==> src/rtl/dart_pkg.sv <==
// Shared types and constants for the dart league game controller.
package dart_pkg;

    // Controller states: idle awaiting a throw, scoring the latched dart, game finished
    typedef enum logic [1:0] {
        WAIT  = 2'd0,
        SCORE = 2'd1,
        DONE  = 2'd2
    } state_t;

    localparam int MODE_ACCUM     = 0;
    localparam int MODE_COUNTDOWN = 1;

    // Player index width covers up to 8 players
    localparam int PID_W = 3;

    // 16-bit Fibonacci LFSR, taps 16,14,13,11
    localparam logic [15:0] LFSR_SEED = 16'hACE1;
    localparam logic [15:0] LFSR_TAPS = 16'hB400;

endpackage

==> src/rtl/dart_league_game_if.sv <==
// Player-facing signal bundle: throw input and dart forcing in, game status out.
interface dart_league_game_if
    import dart_pkg::*;
#(
    parameter int SCORE_W = 8
);

    logic               throw_button;
    logic               dart_force_en;
    logic [4:0]         dart_force;
    logic [PID_W-1:0]   player_id;
    logic [SCORE_W-1:0] score_display;
    logic [4:0]         dart_value;
    logic               throw_valid;
    logic               bust;
    logic               game_over;
    logic [PID_W-1:0]   winner;
    logic [SCORE_W-1:0] final_score;

    modport master (
        output throw_button, dart_force_en, dart_force,
        input  player_id, score_display, dart_value, throw_valid,
               bust, game_over, winner, final_score
    );

    modport slave (
        input  throw_button, dart_force_en, dart_force,
        output player_id, score_display, dart_value, throw_valid,
               bust, game_over, winner, final_score
    );

endinterface

==> src/rtl/dart_rng.sv <==
// Dart value source: free-running LFSR folded into 0..MAX_DART, with a forced override.
module dart_rng
    import dart_pkg::*;
#(
    parameter int MAX_DART = 20
) (
    input  logic       clk,
    input  logic       reset,
    input  logic       dart_force_en,
    input  logic [4:0] dart_force,
    output logic [4:0] dv
);

    localparam logic [4:0] MAX_V  = 5'(MAX_DART);
    localparam logic [4:0] FOLD_V = 5'(MAX_DART + 1);

    logic [15:0] lfsr;
    logic [4:0]  raw;

    // LFSR steps every cycle so the dart depends on when the button is pressed
    always_ff @(posedge clk) begin
        if (!reset) begin
            lfsr <= LFSR_SEED;
        end else begin
            lfsr <= {lfsr[14:0], ^(lfsr & LFSR_TAPS)};
        end
    end

    // Forced value is clamped; random values above the max fold back down
    always_comb begin
        raw = lfsr[4:0];
        if (dart_force_en) begin
            dv = (dart_force > MAX_V) ? MAX_V : dart_force;
        end else if (raw > MAX_V) begin
            dv = raw - FOLD_V;
        end else begin
            dv = raw;
        end
    end

endmodule

==> src/rtl/dart_league_game.sv <==
// Multi-player dart game controller with accumulate and x01 countdown scoring.
module dart_league_game
    import dart_pkg::*;
#(
    parameter int NUM_PLAYERS    = 4,
    parameter int NUM_ROUNDS     = 3,
    parameter int DARTS_PER_TURN = 3,
    parameter int SCORE_W        = 8,
    parameter int MAX_DART       = 20,
    parameter int MODE           = 0,
    parameter int START_SCORE    = 101
) (
    input logic              clk,
    input logic              reset,
    dart_league_game_if.slave bus
);

    localparam int NUM_SLOTS = 2 ** PID_W;
    localparam logic [SCORE_W-1:0] INIT_SCORE  =
        (MODE == MODE_COUNTDOWN) ? SCORE_W'(START_SCORE) : '0;
    localparam logic [PID_W-1:0]   LAST_PLAYER = PID_W'(NUM_PLAYERS - 1);
    localparam logic [2:0]         LAST_DART   = 3'(DARTS_PER_TURN - 1);
    localparam logic [3:0]         LAST_ROUND  = 4'(NUM_ROUNDS - 1);

    state_t             state, state_n;
    logic               btn_q;
    logic               press;
    logic [4:0]         dv;

    logic [SCORE_W-1:0] scores   [NUM_SLOTS];
    logic [SCORE_W-1:0] scores_n [NUM_SLOTS];
    logic [PID_W-1:0]   player_id, player_n;
    logic [2:0]         dart_cnt, dart_n;
    logic [3:0]         round_cnt, round_n;
    logic [4:0]         dart_value, dart_value_n;
    logic [SCORE_W-1:0] turn_start, turn_start_n;
    logic               throw_valid, throw_valid_n;
    logic               bust, bust_n;
    logic               game_over, game_over_n;
    logic [PID_W-1:0]   winner, winner_n;
    logic [SCORE_W-1:0] final_score, final_n;

    logic [SCORE_W-1:0] cur_score, turn_base, new_score;
    logic [SCORE_W:0]   dv_ext, sum;
    logic               hit_bust, hit_zero, last_dart;
    logic [PID_W-1:0]   best_idx;
    logic [SCORE_W-1:0] best_score, cand;

    dart_rng #(.MAX_DART(MAX_DART)) u_rng (
        .clk          (clk),
        .reset        (reset),
        .dart_force_en(bus.dart_force_en),
        .dart_force   (bus.dart_force),
        .dv           (dv)
    );

    // Button is sampled even in reset so a held button never counts as a fresh press
    always_ff @(posedge clk) begin
        btn_q <= bus.throw_button;
    end

    assign press = bus.throw_button & ~btn_q;

    // Score of the current player after applying the latched dart
    always_comb begin
        cur_score = scores[player_id];
        turn_base = (dart_cnt == 3'd0) ? cur_score : turn_start;
        dv_ext    = (SCORE_W + 1)'(dart_value);
        sum       = {1'b0, cur_score} + dv_ext;
        last_dart = (dart_cnt == LAST_DART);
        hit_bust  = 1'b0;
        hit_zero  = 1'b0;
        new_score = cur_score;
        if (MODE == MODE_ACCUM) begin
            new_score = sum[SCORE_W] ? '1 : sum[SCORE_W-1:0];
        end else if (dv_ext > {1'b0, cur_score}) begin
            hit_bust  = 1'b1;
            new_score = turn_base;
        end else if (dv_ext == {1'b0, cur_score}) begin
            hit_zero  = 1'b1;
            new_score = '0;
        end else begin
            new_score = cur_score - SCORE_W'(dart_value);
        end
    end

    // Leader scan over the scores as they will stand after this dart; ties keep the lower index
    always_comb begin
        best_idx   = '0;
        best_score = (player_id == '0) ? new_score : scores[0];
        cand       = '0;
        for (int i = 1; i < NUM_PLAYERS; i++) begin
            cand = (PID_W'(i) == player_id) ? new_score : scores[i];
            if ((MODE == MODE_ACCUM) ? (cand > best_score) : (cand < best_score)) begin
                best_idx   = PID_W'(i);
                best_score = cand;
            end
        end
    end

    // Next-state logic: latch a dart on press, score it, then advance dart/player/round
    always_comb begin
        state_n       = state;
        scores_n      = scores;
        player_n      = player_id;
        dart_n        = dart_cnt;
        round_n       = round_cnt;
        dart_value_n  = dart_value;
        turn_start_n  = turn_start;
        throw_valid_n = 1'b0;
        bust_n        = 1'b0;
        game_over_n   = game_over;
        winner_n      = winner;
        final_n       = final_score;
        case (state)
            WAIT: begin
                if (press) begin
                    dart_value_n = dv;
                    state_n      = SCORE;
                end
            end
            SCORE: begin
                throw_valid_n        = 1'b1;
                bust_n               = hit_bust;
                scores_n[player_id]  = new_score;
                state_n              = WAIT;
                if (dart_cnt == 3'd0) begin
                    turn_start_n = cur_score;
                end
                if (hit_zero) begin
                    state_n     = DONE;
                    game_over_n = 1'b1;
                    winner_n    = player_id;
                    final_n     = '0;
                end else if (hit_bust || last_dart) begin
                    dart_n = 3'd0;
                    if (player_id != LAST_PLAYER) begin
                        player_n = player_id + PID_W'(1);
                    end else if (round_cnt != LAST_ROUND) begin
                        player_n = '0;
                        round_n  = round_cnt + 4'd1;
                    end else begin
                        state_n     = DONE;
                        game_over_n = 1'b1;
                        winner_n    = best_idx;
                        final_n     = best_score;
                    end
                end else begin
                    dart_n = dart_cnt + 3'd1;
                end
            end
            DONE: begin
                state_n = DONE;
            end
            default: begin
                state_n = WAIT;
            end
        endcase
    end

    // State register for the FSM, counters and score table
    always_ff @(posedge clk) begin
        if (!reset) begin
            state       <= WAIT;
            for (int i = 0; i < NUM_SLOTS; i++) begin
                scores[i] <= INIT_SCORE;
            end
            player_id   <= '0;
            dart_cnt    <= 3'd0;
            round_cnt   <= 4'd0;
            dart_value  <= 5'd0;
            turn_start  <= INIT_SCORE;
            throw_valid <= 1'b0;
            bust        <= 1'b0;
            game_over   <= 1'b0;
            winner      <= '0;
            final_score <= '0;
        end else begin
            state       <= state_n;
            scores      <= scores_n;
            player_id   <= player_n;
            dart_cnt    <= dart_n;
            round_cnt   <= round_n;
            dart_value  <= dart_value_n;
            turn_start  <= turn_start_n;
            throw_valid <= throw_valid_n;
            bust        <= bust_n;
            game_over   <= game_over_n;
            winner      <= winner_n;
            final_score <= final_n;
        end
    end

    assign bus.player_id     = player_id;
    assign bus.score_display = scores[player_id];
    assign bus.dart_value    = dart_value;
    assign bus.throw_valid   = throw_valid;
    assign bus.bust          = bust;
    assign bus.game_over     = game_over;
    assign bus.winner        = winner;
    assign bus.final_score   = final_score;

endmodule
==> src/flat_wrapper.sv <==
// flat-port wrapper written by rule: the top's interface ports become plain ports
module dart_league_game_flat import dart_pkg::*;
#(
    parameter int NUM_PLAYERS    = 4,
    parameter int NUM_ROUNDS     = 3,
    parameter int DARTS_PER_TURN = 3,
    parameter int SCORE_W        = 8,
    parameter int MAX_DART       = 20,
    parameter int MODE           = 0,
    parameter int START_SCORE    = 101
)
  (clk, reset, bus_throw_button, bus_dart_force_en, bus_dart_force, bus_player_id, bus_score_display, bus_dart_value, bus_throw_valid, bus_bust, bus_game_over, bus_winner, bus_final_score);
  dart_league_game_if #(.SCORE_W(SCORE_W)) bus_i ();
  input logic clk;
  input logic reset;
  input wire logic [$bits(bus_i.throw_button)-1:0] bus_throw_button;
  input wire logic [$bits(bus_i.dart_force_en)-1:0] bus_dart_force_en;
  input wire logic [$bits(bus_i.dart_force)-1:0] bus_dart_force;
  output wire logic [$bits(bus_i.player_id)-1:0] bus_player_id;
  output wire logic [$bits(bus_i.score_display)-1:0] bus_score_display;
  output wire logic [$bits(bus_i.dart_value)-1:0] bus_dart_value;
  output wire logic [$bits(bus_i.throw_valid)-1:0] bus_throw_valid;
  output wire logic [$bits(bus_i.bust)-1:0] bus_bust;
  output wire logic [$bits(bus_i.game_over)-1:0] bus_game_over;
  output wire logic [$bits(bus_i.winner)-1:0] bus_winner;
  output wire logic [$bits(bus_i.final_score)-1:0] bus_final_score;
  assign bus_i.throw_button = bus_throw_button;
  assign bus_i.dart_force_en = bus_dart_force_en;
  assign bus_i.dart_force = bus_dart_force;
  assign bus_player_id = bus_i.player_id;
  assign bus_score_display = bus_i.score_display;
  assign bus_dart_value = bus_i.dart_value;
  assign bus_throw_valid = bus_i.throw_valid;
  assign bus_bust = bus_i.bust;
  assign bus_game_over = bus_i.game_over;
  assign bus_winner = bus_i.winner;
  assign bus_final_score = bus_i.final_score;
  dart_league_game #(.NUM_PLAYERS(NUM_PLAYERS), .NUM_ROUNDS(NUM_ROUNDS), .DARTS_PER_TURN(DARTS_PER_TURN), .SCORE_W(SCORE_W), .MAX_DART(MAX_DART), .MODE(MODE), .START_SCORE(START_SCORE)) u_core (.clk(clk), .reset(reset), .bus(bus_i));
endmodule
==> config.mk <==
export PLATFORM = sky130hd
export DESIGN_NAME = dart_league_game_flat
export DESIGN_NICKNAME = d
export VERILOG_FILES = /design/src/rtl/dart_pkg.sv /design/src/rtl/dart_league_game_if.sv /design/src/rtl/dart_rng.sv /design/src/rtl/dart_league_game.sv /design/src/flat_wrapper.sv
export SDC_FILE = /design/constraint.sdc
export NUM_CORES = 1
export LEC_CHECK = 0
export CAP_MARGIN = 20
export CORE_MARGIN = 2
export CORE_UTILIZATION = 35
export DETAILED_ROUTE_END_ITERATION = 8
export PLACE_DENSITY = 0.55
export RECOVER_POWER = 25
export REMOVE_ABC_BUFFERS = 1
export SYNTH_ARGS = -nofsm -noshare
export SYNTH_HDL_FRONTEND = slang
export SYNTH_SLANG_ARGS = --single-unit
export TNS_END_PERCENT = 100
==> constraint.sdc <==
create_clock -name clk -period 9.65 [get_ports clk]
set_clock_uncertainty 0.15 [all_clocks]
set_input_delay 1.4475 -clock clk [delete_from_list [all_inputs] [get_ports clk]]
set_output_delay 1.4475 -clock clk [all_outputs]
set_load 0.02 [all_outputs]
# After elaboration in Yosys (flattened, before gate mapping)
# Index checks and enable logic that the tools add are counted.
# word_totals
register_bits	111
# classes
muxes	29
order_cmp	7
n_eq_ne	9
reduce_logical	9
addsub	5
n_bitwise	5
# ops
operator	count
8-bit two-way mux	11
64-bit bitwise mux	1
8-bit binary-select mux with 3-bit select	1
8-bit demux with 3-bit select	1
8-bit greater-than comparator	3
16-bit parity	1
3-bit two-way mux	5
5-bit two-way mux	3
5-bit greater-than comparator, second input constant	2
8-bit by 5-bit adder with 9-bit output	1
2-bit two-way mux	4
4-bit AND reduction	2
3-bit by 1-bit adder with 3-bit output, second input constant	2
2-bit by 3-bit == test with 1-bit output, first input constant	2
2-bit case mux with 3 select lines	1
5-bit subtractor, second input constant	1
4-bit by 1-bit adder with 4-bit output, second input constant	1
4-bit >= comparator, second input constant	1
4-bit by 1-bit < comparator with 1-bit output, second input constant	1
4-bit by 2-bit inequality test with 1-bit output, second input constant	1
3-bit NOT with 4-bit output	1
1-bit by 3-bit == test with 1-bit output, first input constant	1
3-bit by 2-bit == test with 1-bit output, second input constant	1
3-bit zero test	1
12 further kinds	15

# Longest topological paths before layout
# depth
ltp_word	13
depth_mapped	54
ltp_nobuf	50

# By module
# A second synthesis with hierarchy kept.
# hier_totals
hier_cells	759
hier_area_um2	6448.7
# modules_own_cells
module	instances	cells_per_inst	area_each_um2
dart_league_game	1	693	5808.1
dart_rng	1	66	640.6

# Worst setup path after synthesis
# OpenSTA, ideal clock, no wires.
# synth_timing
path_kind	register to register
start	reg u_core.player_id[2], in the netlist u_core.bus.player_id[2]
end	reg u_core.final_score[0], in the netlist u_core.bus.final_score[0]
arrival_ps	8500
path_slack_ps	879
setup_time_ps	121
stages_incl_launch_ff	51
cell_sequence	dfxtp_1 > buf_2 > buf_1 > clkbuf_1 > mux2i_1 > o21ai_0 > a21oi_1 > o21ai_0 > ha_1 > inv_1 > fa_1 > nor2b_1 > o21a_1 > o21a_1 > o221a_4 > buf_6 > nor2_1 > o21ai_0 > [... 15 more ...] > nand2_1 > nand2_1 > and2_1 > nand2_1 > o31a_1 > o211ai_4 > mux2i_1 > ha_1 > o21a_1 > o21a_1 > o21ai_0 > a21oi_1 > a211oi_1 > a21oi_1 > clkbuf_1 > nor3b_1 > a31oi_1 > o21ai_1
# synth_via
elab_chain_len	13
# synth_lines
item	line	rtl
start: declaration	dart_league_game.sv:32	logic [PID_W-1:0] player_id, player_n;
start signal: assignment	dart_league_game.sv:181	player_id <= player_n;
3-bit NOT with 4-bit output *	--	
8-bit binary-select mux with 3-bit select *	--	
8-bit two-way mux * (2 in a row)	--	
named net bus_score_display[0]	flat_wrapper.sv:20	output wire logic [$bits(bus_i.score_display)-1:0] bus_score_display;
8-bit by 5-bit adder with 9-bit output *	dart_league_game.sv:69	sum = {1'b0, cur_score} + dv_ext;
8-bit two-way mux *	dart_league_game.sv:75	new_score = sum[SCORE_W] ? '1 : sum[SCORE_W-1:0];
8-bit two-way mux, on equally long branches	dart_league_game.sv:93, dart_league_game.sv:90	
8-bit greater-than comparator	dart_league_game.sv:94	if ((MODE == MODE_ACCUM) ? (cand > best_score) : (cand < best_score)) begin
8-bit two-way mux	dart_league_game.sv:94	
8-bit greater-than comparator	dart_league_game.sv:94	
8-bit two-way mux	dart_league_game.sv:94	
8-bit greater-than comparator	dart_league_game.sv:94	
8-bit two-way mux *	dart_league_game.sv:94	
end signal: assignment	dart_league_game.sv:190	final_score <= final_n;
end: declaration	dart_league_game.sv:41	logic [SCORE_W-1:0] final_score, final_n;
# Mark *: on every way through the listed nets, which the timed path passes. The rest lies on a longest branch. The select of a mux whose other input is x is not followed.
# A chain may end at the register's enable or synchronous reset.

# Final worst setup path
# layout_timing
start	reg u_core.player_id[1], in the netlist u_core.bus.player_id[1]
end	reg u_core.final_score[6], in the netlist u_core.bus.final_score[6]
# layout_via
elab_chain_len	13
# layout_lines
item	line	rtl
3-bit NOT with 4-bit output (not written as such)	dart_league_game.sv:66	cur_score = scores[player_id];
8-bit binary-select mux with 3-bit select	dart_league_game.sv:66	
8-bit two-way mux (not written as such) (2 in a row)	dart_league_game.sv:66	
8-bit by 5-bit adder with 9-bit output	dart_league_game.sv:69	
8-bit two-way mux	dart_league_game.sv:75	
8-bit two-way mux, on equally long branches	dart_league_game.sv:93, dart_league_game.sv:90	
8-bit greater-than comparator	dart_league_game.sv:94	
8-bit two-way mux	dart_league_game.sv:94	
8-bit greater-than comparator	dart_league_game.sv:94	
8-bit two-way mux	dart_league_game.sv:94	
8-bit greater-than comparator	dart_league_game.sv:94	
8-bit two-way mux	dart_league_game.sv:94	
# Several ways; a longest one is shown, not always the timed one. The select of a mux whose other input is x is not followed.

==> flow_summary.json <==
{
  "die-area_sq_mm": 0.0190,
  "overflow": 0,
  "routed.top_layer": "met4",
  "cp_slowest_stage_delay_ps": 490,
  "core_region_area_sq_mm": 0.0174,
  "finalPower_uw": 1010,
  "cts_buffers": 9,
  "portBuffers": 36,
  "synth_cells": 745,
  "synthAdderAreaFrac_pct": 7.24,
  "drive_above_1_share_pct": 10.9,
  "dp_cells": 973,
  "antenna_found_initial": 0,
  "die_w_microns": 138,
  "wl_per_cell_microns": 17.4,
  "setup_viol": 0,
  "drc": 0,
  "cts_hold_buf": 0,
  "cp-start-kind": "flip-flop",
  "synth_area_sq_mm": 0.00626,
  "cts_tree": "built",
  "grt_usage_pct": 19.3,
  "antenna-diode-count": 0,
  "cp.arrival_ps": 9160,
  "cts_sinks": 110,
  "place_congestion": 0.912,
  "fin_nets": 808,
  "ys_top_cells_by_area": "dfxtp_1 (35%), a211oi_1 (6.6%), ha_1 (6.6%)",
  "ys_ff_latch": 110,
  "path_max_fanout": 12,
  "leakagePower_uw": 0.00266,
  "start_util_pct": 35.9,
  "hold_path_class": "reg -> reg",
  "syn_to_final_growth_pct": 14.9,
  "irDropWorstVdd_mv": 0.100,
  "seq_area_frac_synth_pct": 35.2,
  "wl_met2_microns": 8110,
  "synth-xor-area-share_pct": 1.96,
  "drt_iter0_drc": 297,
  "die_h_microns": 138,
  "final_common_cell": "nor2_1",
  "timing.final.crit_share_pct": 93.5,
  "fmax_ghz": 0.111,
  "drt_first_pass_iters": 5,
  "synth_compound_area_share_pct": 20.8,
  "cts_root_buffer": "clkbuf_16",
  "via_per_inst": 5.45,
  "dr_wl_met3_microns": 886,
  "synth_mux_area_share_pct": 10.8,
  "wirelength_microns": 17300,
  "async_flop_share_pct": 0,
  "clk_latency_ps": 360,
  "status": "finished, final reports clean",
  "io_pins": 39,
  "critPathKind": "reg -> reg",
  "slowest_stage": "fa_1",
  "p_per_area_mw_per_mm2": 140,
  "cp.required_ps": 9780,
  "grt_pass1_wl_microns": 28400,
  "row_count": 48,
  "max_slew.worst_pin.slew_ps": 1160,
  "maxCapViolations": 0,
  "fin_cells": 995,
  "path_clk_slew_ps": 80,
  "synth_edf_count": 0,
  "relSlewSlack_pct": 22.6,
  "dominantRegCellSynth": "dfxtp_1",
  "syn_area_per_cell_sq_um": 8.40,
  "via_count": 5426,
  "final_cell_mix": "nor2_1 (108), dfxtp_1 (107), nand2_1 (64)",
  "synth_top_area_share_pct": 35.2,
  "finalSetupTns_ps": 0,
  "ys_warn_count": 0,
  "fin_util_pct": 41.3,
  "end_kind": "flip-flop",
  "yosysTopAreaCell": "dfxtp_1",
  "min_period_ps": 9030,
  "hold_viol": 0,
  "h-tree-depth": 3,
  "fillCellCount": 1772,
  "grt_start_max_net_pins": 72,
  "grt_pass1_vias": 5362,
  "wl_met1_microns": 7880,
  "dp_hpwl_microns": 12900,
  "final_max_slew_viol_count": 0,
  "yosysUniqueCellTypes": 66,
  "yosys.area_share.simple_pct": 18.6,
  "synth_top_family_by_area": "compound AO/OA/AOI/OAI gates",
  "cts_buffer_depth": 2,
  "ant_nets": 0
}
worst paths after layout:
kind	start	endpoint	slack, ps	cells past startpoint
worst min register to register	u_core.u_rng.lfsr[14]	u_core.u_rng.lfsr[15]	270	1
worst max-delay path	u_core.bus.player_id[1]	u_core.bus.final_score[6]	620	46
worst max register to register	u_core.bus.player_id[1]	u_core.bus.final_score[6]	620	46
worst min-delay path	u_core.u_rng.lfsr[14]	u_core.u_rng.lfsr[15]	270	1
stage by stage:
stage | hold WS, ps | cell area [sq um] | setup WS (ps)
2_1_floorplan | 236 | 6040 | 840
3_3_place_gp | 244 | 6810 | 333
6_report | 267 | 7190 | 624
4_1_cts | 270 | 7110 | 179
3_5_place_dp | 252 | 6820 | 230
5_1_grt | 280 | 7190 | -32.6
synthesized netlist by cell type, types with 3 or more instances:
master and instances:
a211oi_1 55, dfxtp_1 110, nand3_1 15, nor2_1 109, or2_2 4, buf_2 3
a21o_1 7, buf_1 4, o21ai_0 44, o22ai_1 3, xnor2_1 6, o21ai_1 8
o211ai_1 6, mux2_1 4, nand2b_1 19, a21oi_1 27, and3_1 3, ha_1 33
o21a_1 8, inv_1 29, nand4_1 7, nand2_1 64, mux4_2 7, nor2b_1 9
clkbuf_1 40, xor2_1 8, nor3_1 6, a31oi_1 7, mux2i_1 32, mux2_2 11
and2_1 10
what timing repair did:
action	in CTS	in global routing
gates resized for setup	0	16
buffers inserted	0	4
setup endpoints to repair	0	10
metal layers:
layer,GRT usage (%),vias to the layer above
li1,-,2673
met1,25.1,2576
met2,32.4,146
met3,3.72,31
met4,6.24,0
met5,0,-
flip-flops by register name (all words and copies together), names as in the netlist:
register                cells
u_core.bus.dart_value       5
u_core.scores              64
u_core.u_rng.lfsr          16
u_core.btn_q                1
u_core.round_cnt            4
u_core.bus.player_id        3
u_core.bus.winner           2
u_core.dart_cnt             3
u_core.bus.game_over        1
u_core.state                2
u_core.bus.throw_valid      1
u_core.bus.final_score      8
worst max-delay path: cells and delay by family (launching register included):
family	cells	cell delay, ps
AO/OA/AOI/OAI	25	4130
adder cells (fa/ha/maj)	5	1600
AND/OR/NAND/NOR	8	1210
buffers and inverters	6	850
multiplexers	2	580
flip-flops	1	400
power by group:
group | switching (uW) | internal [uW]
Combinational | 96.5 | 68.4
Sequential | 7.03 | 462
Clock | 183 | 192
final cells by class:
class | instances | area [sq um] | area share (%)
Inverter | 31 | 120 | 1.67
Clock inverter | 5 | 42.5 | 0.591
Sequential cell | 110 | 2210 | 30.7
Multi-Input combinational cell | 554 | 3750 | 52.1
Timing Repair Buffer | 59 | 544 | 7.57
Tap cell | 225 | 282 | 3.91
Clock buffer | 11 | 253 | 3.51
cell families after synthesis:
family	Yosys count
other	1
and+or+nand+nor	257
adders and majority gates	36
xor gates and xnor gates	14
DFF	110
AOI/OAI and AO/OA	189
muxes	56
buffers and inverters	82
(Power assumes the default switching activity.)
